**src/rtl/avg_pool_accumulator.sv**
```systemverilog
// avg_pool_accumulator
// Streaming window accumulator for the average-pooling path. Sums
// 2^WINDOW_LOG2 signed fixed-point elements at widened precision, then divides
// by the window size with an arithmetic shift. Emits one registered result per
// window over a valid/ready output.
//
// Optional feature macro: AVG_POOL_ROUND_EN
//   defined   -> add 2^(WINDOW_LOG2-1) before the shift (round half up)
//   undefined -> plain arithmetic shift (floor toward -inf)
module avg_pool_accumulator #(
    parameter int DATA_WIDTH  = 16,
    parameter int E           = 6,
    parameter int M           = 10,
    parameter int WINDOW_LOG2 = 2
) (
    input  logic                   clk,
    input  logic                   reset,
    input  logic [DATA_WIDTH-1:0]  in_data,
    input  logic                   in_valid,
    output logic                   in_ready,
    output logic [DATA_WIDTH-1:0]  out_data,
    output logic                   out_valid,
    input  logic                   out_ready,
    output logic [WINDOW_LOG2-1:0] elem_count
);

    // Sum of 2^WINDOW_LOG2 signed words needs WINDOW_LOG2 extra bits.
    localparam int ACC_WIDTH = DATA_WIDTH + WINDOW_LOG2;
    localparam logic [WINDOW_LOG2-1:0] LAST_COUNT = '1;

`ifdef AVG_POOL_ROUND_EN
    // Half of the divisor, so the shift rounds half up instead of flooring.
    localparam logic [ACC_WIDTH-1:0] ROUND_BIAS =
        {{(ACC_WIDTH-1){1'b0}}, 1'b1} << (WINDOW_LOG2 - 1);
`else
    localparam logic [ACC_WIDTH-1:0] ROUND_BIAS = '0;
`endif

    // Elaboration-time sanity on the fixed-point format and window size.
    if (E + M != DATA_WIDTH) begin : g_bad_format
        $error("avg_pool_accumulator: E + M must equal DATA_WIDTH");
    end
    if (WINDOW_LOG2 < 1) begin : g_bad_window
        $error("avg_pool_accumulator: WINDOW_LOG2 must be at least 1");
    end

    logic [ACC_WIDTH-1:0]  r_acc;
    logic [WINDOW_LOG2-1:0] r_elem_count;
    logic [DATA_WIDTH-1:0] r_out_data;
    logic                  r_out_valid;

    logic [ACC_WIDTH-1:0]  w_in_ext;
    logic [ACC_WIDTH-1:0]  w_sum;
    logic [ACC_WIDTH-1:0]  w_biased;
    logic [DATA_WIDTH-1:0] w_avg;
    logic                  w_last;
    logic                  w_accept;
    logic                  w_unused_frac;

    // Sign-extend the incoming element to accumulator width.
    assign w_in_ext[DATA_WIDTH-1:0] = in_data;
    for (genvar gi = DATA_WIDTH; gi < ACC_WIDTH; gi++) begin : g_sign_ext
        assign w_in_ext[gi] = in_data[DATA_WIDTH-1];
    end

    // The completing element is folded into the sum in the same cycle.
    assign w_sum    = r_acc + w_in_ext;
    assign w_biased = w_sum + ROUND_BIAS;

    // Arithmetic shift right by WINDOW_LOG2, keeping the low DATA_WIDTH bits:
    // that is exactly the upper DATA_WIDTH bits of the widened sum.
    assign w_avg         = w_biased[ACC_WIDTH-1:WINDOW_LOG2];
    assign w_unused_frac = ^w_biased[WINDOW_LOG2-1:0];

    // Only the window-completing element waits on a stalled result.
    assign w_last   = (r_elem_count == LAST_COUNT);
    assign in_ready = !(w_last && r_out_valid && !out_ready);
    assign w_accept = in_valid && in_ready;

    assign out_data   = r_out_data;
    assign out_valid  = r_out_valid;
    assign elem_count = r_elem_count;

    // Accumulate accepted elements and register one average per window.
    always_ff @(posedge clk or posedge reset) begin
        if (reset) begin
            r_acc        <= '0;
            r_elem_count <= '0;
            r_out_data   <= '0;
            r_out_valid  <= 1'b0;
        end else begin
            if (w_accept) begin
                if (w_last) begin
                    r_acc        <= '0;
                    r_elem_count <= '0;
                    r_out_data   <= w_avg;
                end else begin
                    r_acc        <= w_sum;
                    r_elem_count <= r_elem_count + 1'b1;
                end
            end
            // A new result wins over a consumed one, so there is no bubble.
            if (w_accept && w_last) begin
                r_out_valid <= 1'b1;
            end else if (out_ready) begin
                r_out_valid <= 1'b0;
            end
        end
    end

endmodule

```
**config.mk**
```make
export PLATFORM = sky130hd
export DESIGN_NAME = avg_pool_accumulator
export DESIGN_NICKNAME = d
export VERILOG_FILES = /design/src/rtl/avg_pool_accumulator.sv
export SDC_FILE = /design/constraint.sdc
export NUM_CORES = 1
export LEC_CHECK = 0
export BUFFER_PORTS_ARGS = -buffer_cell sky130_fd_sc_hd__buf_4
export CAP_MARGIN = 30
export CORE_ASPECT_RATIO = 0.6
export CORE_MARGIN = 2
export CORE_UTILIZATION = 40
export CTS_CLUSTER_DIAMETER = 50
export CTS_CLUSTER_SIZE = 30
export DETAILED_ROUTE_END_ITERATION = 8
export GPL_TIMING_DRIVEN = 0
export MAX_ROUTING_LAYER = met4
export SYNTH_ARGS = -nofsm -noshare
export SYNTH_HDL_FRONTEND = slang
export SYNTH_SLANG_ARGS = --single-unit
```
**constraint.sdc**
```tcl
create_clock -name clk -period 4.2 [get_ports clk]
set_input_delay 0.63 -clock clk [delete_from_list [all_inputs] [get_ports clk]]
set_output_delay 0.63 -clock clk [all_outputs]
set_load 0.01 [all_outputs]
```
After elaboration in Yosys (flattened, before gate mapping)
Index checks and enable logic that the tools add are counted. Widths: inputs -> output; s select.

Bits in registers: 37. Latch bits: 0. Bits in writable memories: 0. Memory bits (read-only): 0. Input port bits: 20. Memories: 0.

$add $sub $neg: 2. Multipliers: 0. Divide/modulo/power cells: 0. Order comparisons: 0. Equal/unequal tests: 1. Shift operators: 0. Multiplexer cells: 4. Bitwise operators: 0. Reduce and logical (&&, ||, !) cells: 8.

Operator list (number): $add 18x18->18 (1); $mux 18 (1); $logic_and 1x1->1 (4); $add 2x1->2 const B (1); $eq 2x2->1 const B (1); $logic_not 1->1 (2); $mux 1 (2); $mux 2 (1); $reduce_and 2->1 (1); $reduce_bool 2->1 (1).

Longest topological paths before layout
Gate-level depths: netlist of the first run.

Word-level depth: 7. Depth in mapped cells: 9. Mapped depth without buffers: 9.

Worst setup path after synthesis of the first run
OpenSTA, ideal clock, no wires.

Path type: input port to flip-flop. Start point: in in_data[0]. End point: reg r_acc[16]. Setup time: 0.128 ns. Data arrival time: 2.480 ns. Slack: 1.592 ns. Cell stages on the path: 9. Path buffers: 0. Cells stage by stage: ha_1 -> fa_1 -> a21o_1 -> a21oi_2 -> o21ai_1 -> a311o_1 -> o22ai_1 -> xor2_1 -> o21ai_0.

Word-level cells in the longest chain between the ends: 2.

RTL lines: start: declaration (RTL line 18) `input logic [DATA_WIDTH-1:0] in_data,`; $add 18x18->18 (RTL line 67) `assign w_sum = r_acc + w_in_ext;`; $mux 18 (RTL line 93) `if (w_last) begin`; end signal: assignment (RTL line 98) `r_acc <= w_sum;`; end: declaration (RTL line 47) `logic [ACC_WIDTH-1:0] r_acc;`.

No other way between the ends. A chain may end at the register's enable or synchronous reset.

Worst setup path after layout of the first run
Same ends and word-level chain as after synthesis.

==> key figures, run 1 <==
Status
  – Status: complete, no violations

Global routing
  – Vias in the first global route: between 1.5k and 2k
  – Largest net degree at the start of global routing: 38
  – Most Crowded Layer GR: met1
  – First-pass GRT wire length: slightly below 9000 um
  – Total Routing Usage GR: a little under a fifth
  – Global Route met1 Usage: ~30%
  – Met2 Usage GRT: around 23%
  – Total grt overflow: 0
  – Antenna violations before repair: 0
  – GR Util met3: 4.62%

Floorplanning
  – Die H: a little over 60 um
  – Core region area: around 5500 um^2
  – Core Rows: 21
  – Number of top-level pins: 40
  – Initial Util: approximately two fifths
  – Die Area: approximately 6300 um^2
  – Die X: around 100 um

Critical path
  – WP buf/inv: 1
  – Top delay family on crit path: compound AO/OA/AOI/OAI gates
  – Worst Path Required: around 4.4 ns
  – Slowest CP cell: fa_1
  – Worst path cell trace: buf_4 -> ha_1 -> fa_1 -> a21o_1 -> a21oi_2 -> o21ai_1 -> a311o_1 -> o22ai_1 -> xor2_1 -> o21ai_0
  – Crit. End Element: register
  – Critical path arrival: about 2.8 ns
  – Setup CP Type: in -> reg
  – Critical Path Fanout Max: 3
  – CP max stage delay: between 0.4 and 0.5 ns
  – Worst setup SP type: input pin

Yosys
  – Synth Warn #: 0
  – Seq/Total Area, Yosys: 40.8%
  – EDFF count, synth: 0
  – Most used DFF post-synth: dfrtp_1
  – Synth Instances: roughly 240
  – Register bit total from synthesis: 37
  – Distinct cell type count after synthesis: 47
  – Async set or reset register ratio after synthesis: 100%
  – Mapped cell area: about 2300 um^2
  – Avg Cell Area, Syn: 9.35 um^2
  – Syn Nets: roughly 280

STA
  – Final setup violation count: 0
  – Rel. slew slack: 47.9%
  – Min Tclk post-route: ~2.6 ns
  – Worst hold slack: about 0.47 ns
  – RSZ-0062 raised after global routing: no
  – Final worst-path cycle share: 62.9%
  – Setup TNS: 0 ns
  – Max Freq: 0.378 GHz
  – Clock Skew: roughly 0.0086 ns
  – Slew Limit Fails: 0
  – Hold Fails Final Rpt: 0
  – Slew @ Worst Pin: 0.780 ns

Clock tree
  – CTS Hold Buffers Added: 0
  – H-tree lvl count: 2
  – Post-CTS Resized: 0
  – CTS Sinks: 37
  – Clk Latency, worst-skew pair: 0.29 ns
  – Post-CTS setup buffers: 0
  – Clock slew at reported path FFs: about 0.070 ns
  – TritonCTS clock tree: built
  – Root buffer cell: clkbuf_8
  – CTS Buf Count: 5
  – Bufs on Longest Clock Path: 2

Worst hold path
  – HP Class: reg -> reg

Power and ir drop
  – Leak: 1.33 nW
  – Power per cell area: between 700 and 800 nW/um^2
  – Pwr Total: roughly 2.2 mW
  – VDD IR max: 0.000312 V

Cells and area
  – Share of cells above drive strength 1: roughly a quarter
  – Core Util, Final: about half
  – Layout Nets: 328
  – Design Area, Final: 2760 um^2
  – N_diodes: 0
  – Area growth syn-to-layout: 21.6%

Placed design
  – DP HPWL: between 4000 and 5000 um
  – # port buffers: 39
  – DP Area: roughly 2700 um^2
  – Placer Congestion: roughly 0.83

Routing
  – Routed Antenna Nets: 0
  – Pre-Repair DR Iteration Count: 4
  – Total wire length: roughly 5500 um
  – Drt wl/cell: between 15 and 20 um
  – Via/cell ratio: 5.22
  – DRC Markers: 0
  – DR iter-0 viols: between 90 and 100
  – Vias: between 1.5k and 2k

Run
  – Max Cap Viol: 0
metrics by stage:
stage                     setup WS, ns  cells
final                             1.56    359
after global routing              1.38    359
after CTS                         1.54    359
after detailed placement          1.23    351
after global placement            1.25    351
after floorplan                   1.59    243
area by class of cell:
class / instances / area, um^2
Multi-Input combinational cell: 189 / 1270
Clock inverter: 2 / 38.8
Clock buffer: 6 / 72.6
Buffer: 6 / 30.0
Tap cell: 69 / 86.3
Timing Repair Buffer: 39 / 293
Inverter: 11 / 41.3
Sequential cell: 37 / 926
Fill cell: 548 / 2760
path summary, 6_finish.rpt:
path,start,to,slack (ns),depth (start not counted)
max in group asynchronous,reset,out_data[14],3.21,2
worst max-delay path,in_data[0],r_acc[16],1.56,10
worst min-delay path,r_acc[0],r_acc[0],0.47,2
worst max register to register,r_acc[0],r_acc[16],1.63,9
worst min register to register,r_acc[0],r_acc[0],0.47,2
min in group asynchronous,reset,elem_count[1],0.48,2
layout by cell type, fill, tap and decap left out, types with 3 or more instances in the layout:
master | netlist | routed
nand2_1 | 40 | 40
buf_2 | 5 | 5
nand3_1 | 6 | 6
xor2_1 | 5 | 5
inv_1 | 11 | 10
buf_4 | 0 | 39
o21ai_1 | 4 | 4
a31oi_1 | 4 | 4
a21oi_2 | 3 | 3
o21bai_1 | 3 | 3
ha_1 | 18 | 18
mux2_2 | 4 | 4
nand2b_1 | 3 | 3
o31ai_1 | 5 | 5
o21ai_0 | 19 | 19
xnor2_1 | 8 | 8
dfrtp_1 | 37 | 37
a21oi_1 | 14 | 14
nor2_1 | 11 | 11
a22o_1 | 6 | 6
clkbuf_8 | 0 | 5
power breakdown:
part	switching (mW)	internal, mW	leakage, nW
Combinational	0.672	0.548	0.812
Sequential	0.107	0.528	0.458
Clock	0.131	0.178	0.0554
metal layers:
layer	vias to the layer above	part of all wire, %	routed length [um]
met5	-	0	0
met4	0	0.57	31
met3	4	5.7	310
met2	56	37	2020
met1	852	57	3100
li1	963	-	-
worst min-delay path: cells and delay by family (launching register included):
| kind | cells | cell delay, ns |
|---|---|---|
| DFF | 1 | 0.35 |
| and+or+nand+nor | 2 | 0.10 |
logic make-up after synthesis:
group / share of synthesized area (%)
flip-flops: 40.8
XOR/XNOR: 5.01
multiplexers: 1.98
AND/OR/NAND/NOR: 15.3
adder cells (fa/ha/maj): 10.8
AO/OA/AOI/OAI: 23.0
buffers and inverters: 3.14
state kept, by name (all words and copies together) (netlist names):
register / flops
elem_count: 2
out_data: 16
out_valid: 1
r_acc: 18
synthesized netlist by cell type (all sizes together) (3+ instances only):
master   n  area, um^2
nand2   41         156
dfrtp   37         926
o21ai   25         133
a21oi   18         113
ha      18         225
nor2    12        47.6
inv     11        41.3
xnor2    8        70.1
a22o     6        52.6
nand3    6        30.0
buf      5        25.0
o31ai    5        37.5
xor2     5        43.8
a31oi    4        25.0
mux2     4        45.0
o21bai   4        33.8
nand2b   3        18.8
Power figures use the tool's default switching activity.
==> run 2, diff against run 1 <==
==> constraint.sdc (replaced) <==
create_clock -name clk -period 2.2 [get_ports clk]
set_input_delay 0.33 -clock clk [delete_from_list [all_inputs] [get_ports clk]]
set_output_delay 0.33 -clock clk [all_outputs]
set_load 0.01 [all_outputs]
==> run 2 against run 1 <==
Net effect:
- the run now ends with setup timing left
- non-clock buffer count increased by 7
- critical path depth unchanged
- design area increased by 8.9%
- die area unchanged
- cell count increased by 1.7%
- count of clock-buffer cells in the layout unchanged
- critical path type is now reg -> reg
- highest routed layer unchanged
==> key figures, run 2 (synthesis results as in run 1) <==
STA
  – Setup ws final: -0.0798 ns (was 1.56 ns)
  – Min Tclk post-route: approximately 2.3 ns
  – Worst hold slack: 0.183 ns (was 0.472 ns)
  – Hold Fails Final Rpt: 0 (unchanged)
  – Final worst-path cycle share: 104%
  – Rel. slew slack: 47.9% (about the same)
  – Slew @ Worst Pin: 0.780 ns (about the same)
  – Slew Limit Fails: 0 (unchanged)
  – Final setup violation count: 8 (was 0)
  – Max Freq: roughly 0.44 GHz
  – RSZ-0062 raised after global routing: yes (was no)
  – Clock Skew: 0.00709 ns (was 0.00862 ns)

Power and ir drop
  – Internal: 2.60 mW (was 1.26 mW)
  – Sequential Power Share: 27.2% (was 29.3%)
  – Sw frac: 42.4% (was 42.0%)
  – Clock power frac: 10.8% (was 14.3%)
  – VDD IR max: 0.000618 V (was 0.000312 V)
  – Leak: 1.37 nW (was 1.33 nW)
  – Power per cell area: 1500 nW/um^2 (was 784 nW/um^2)
  – Combinational group share of total power: 62.0% (was 56.4%)
  – P_sw: 1.91 mW (was 0.910 mW)

Routing
  – DR iter-0 viols: 79 (was 96)
  – Vias: 1940 (was 1875)
  – Pre-Repair DR Iteration Count: 4 (unchanged)
  – Highest Signal Layer: met4 (unchanged)
  – Via/cell ratio: 5.32 (was 5.22)
  – Total wire length: 5710 um (was 5460 um)
  – Routed Antenna Nets: 0 (unchanged)
  – Met2 wire len: 2180 um (was 2020 um)
  – Met3 Wirelength: 324 um (was 310 um)
  – DRC Markers: 0 (unchanged)
  – WL met1: 3170 um (was 3100 um)
  – Drt wl/cell: 15.7 um (was 15.2 um)

Placed design
  – DP HPWL: 4310 um (was 4260 um)
  – # port buffers: 39 (unchanged)
  – Placer Congestion: 0.850 (was 0.825)
  – DP Area: 2660 um^2 (was 2650 um^2)

Cells and area
  – Commonest non-fill, non-tap cell in the layout: buf_4 (was nand2_1)
  – N_diodes: 0 (unchanged)
  – Top reg by flops: r_acc (unchanged)
  – Share of cells above drive strength 1: 36.1% (was 23.8%)
  – Design Area, Final: 3010 um^2 (was 2760 um^2)
  – Layout Nets: 335 (was 328)
  – Area growth syn-to-layout: 32.4% (was 21.6%)
  – Most frequent cells in the layout: buf_4 (49), nand2_1 (37), dfrtp_1 (37), o21ai_0 (15), a21oi_1 (11) (was nand2_1 (40), buf_4 (39), dfrtp_1 (37), o21ai_0 (19), ha_1 (18))
  – Layout filler cell count: 506 (was 548)
  – Max FFs per register: 18 (unchanged)

Clock tree
  – Clk Latency, worst-skew pair: 0.29 ns (about the same)
  – Clock slew at reported path FFs: 0.07 ns (about the same)
  – Root buffer cell: clkbuf_8 (unchanged)
  – Bufs on Longest Clock Path: 2 (unchanged)
  – CTS Buf Count: 5 (unchanged)
  – TritonCTS clock tree: built (unchanged)
  – CTS Sinks: 37 (unchanged)
  – CTS Hold Buffers Added: 0 (unchanged)
  – H-tree lvl count: 2 (unchanged)

Global routing
  – Vias in the first global route: 1728 (was 1712)
  – Antenna violations before repair: 0 (unchanged)
  – Largest net degree at the start of global routing: 38 (unchanged)
  – Total grt overflow: 0 (unchanged)
  – First-pass GRT wire length: 8830 um (was 8710 um)
  – Total Routing Usage GR: 18.9% (was 18.6%)

Floorplanning
  – Die Area: 6320 um^2 (unchanged)
  – Initial Util: 41.2% (unchanged)
  – Die H: 62.4 um (unchanged)
  – Core region area: 5520 um^2 (unchanged)
  – Die X: 101 um (unchanged)
  – Number of top-level pins: 40 (unchanged)
  – Core Rows: 21 (unchanged)

Critical path
  – Worst Path Required: 2.38 ns (was 4.36 ns)
  – Crit. End Element: register (unchanged)
  – Worst setup SP type: register (was input pin)
  – Critical path arrival: 2.46 ns (was 2.80 ns)
  – Critical Path Fanout Max: 2 (was 3)
  – Setup CP Type: reg -> reg (was in -> reg)

Worst hold path
  – HP Class: in -> async (was reg -> reg)

Status
  – Status: finished with violations (was complete, no violations)
  – Failing checks: setup timing

Run
  – Max Cap Viol: 0 (unchanged)
[run 2: through the flow]
step / utilization, % / setup WS, ns / cells / power [mW] / TNS [ns]
finish: 54.5 / -0.0798 / 365 / 4.52 / -0.333
global route: 54.5 / -0.200 / 365 / 4.87 / -1.53
CTS: 51.7 / -0.116 / 360 / 4.26 / -0.266
detailed placement: 48.1 / -0.319 / 351 / 3.57 / -1.54
global placement: 48.1 / -0.290 / 351 / 3.53 / -1.25
floorplan: - / 0.00429 / 243 / 2.85 / 0
[run 2: path summary, 6_finish.rpt]
kind	cells past startpoint	to	start	slack, ns
setup / recovery	10	out_data[8]	r_acc[0]	-0.08
hold / removal	2	elem_count[1]	reset	0.18
setup reg to reg	10	out_data[8]	r_acc[0]	-0.08
hold reg to reg	2	r_acc[0]	r_acc[0]	0.48
max in group asynchronous	2	out_data[14]	reset	1.51
min in group clk	2	out_valid	out_ready	0.25
[run 2: final cells by class]
type / count / area [um^2] / area share (%)
buffer: 5 / 37.5 / 1.25
clock buffer: 6 / 82.6 / 2.75
inverter: 11 / 45.0 / 1.50
tap: 69 / 86.3 / 2.87
timing repair buffer: 47 / 353 / 11.7
sequential: 37 / 926 / 30.8
clock inverter: 1 / 7.51 / 0.250
multi-input combinational: 189 / 1470 / 48.9
[run 2: critical path: stages, from the launching register on]
cell	delay [ns]
dfrtp_1	0.38
ha_2	0.19
fa_2	0.35
a21o_1	0.20
a21oi_2	0.17
o21ai_2	0.08
buf_4	0.15
nand4_1	0.14
nand2_2	0.09
xor2_2	0.16
mux2_2	0.26
[run 2: per-layer routing]
layer / GRT usage, % / vias to the layer above
li1: - / 980
met3: 4.28 / 4
met4: 3.55 / 0
met1: 30.2 / 902
met5: - / -
met2: 24.0 / 54
[run 2: power by group through the flow]
stage          registers (mW)  logic, mW  clock network, mW
5_1_grt                  1.27       3.07              0.531
2_1_floorplan            1.26       1.59                  0
3_3_place_gp             1.21       2.31                  0
4_1_cts                  1.23       2.53              0.503
3_5_place_dp             1.22       2.35                  0
6_report                 1.23       2.80              0.486
[run 2: repair_timing]
| item | in CTS | in global routing |
|---|---|---|
| pin swaps | 5 | 4 |
| resized for setup | 15 | 29 |
| setup endpoints to repair | 10 | 38 |
| setup buffers | 3 | 5 |
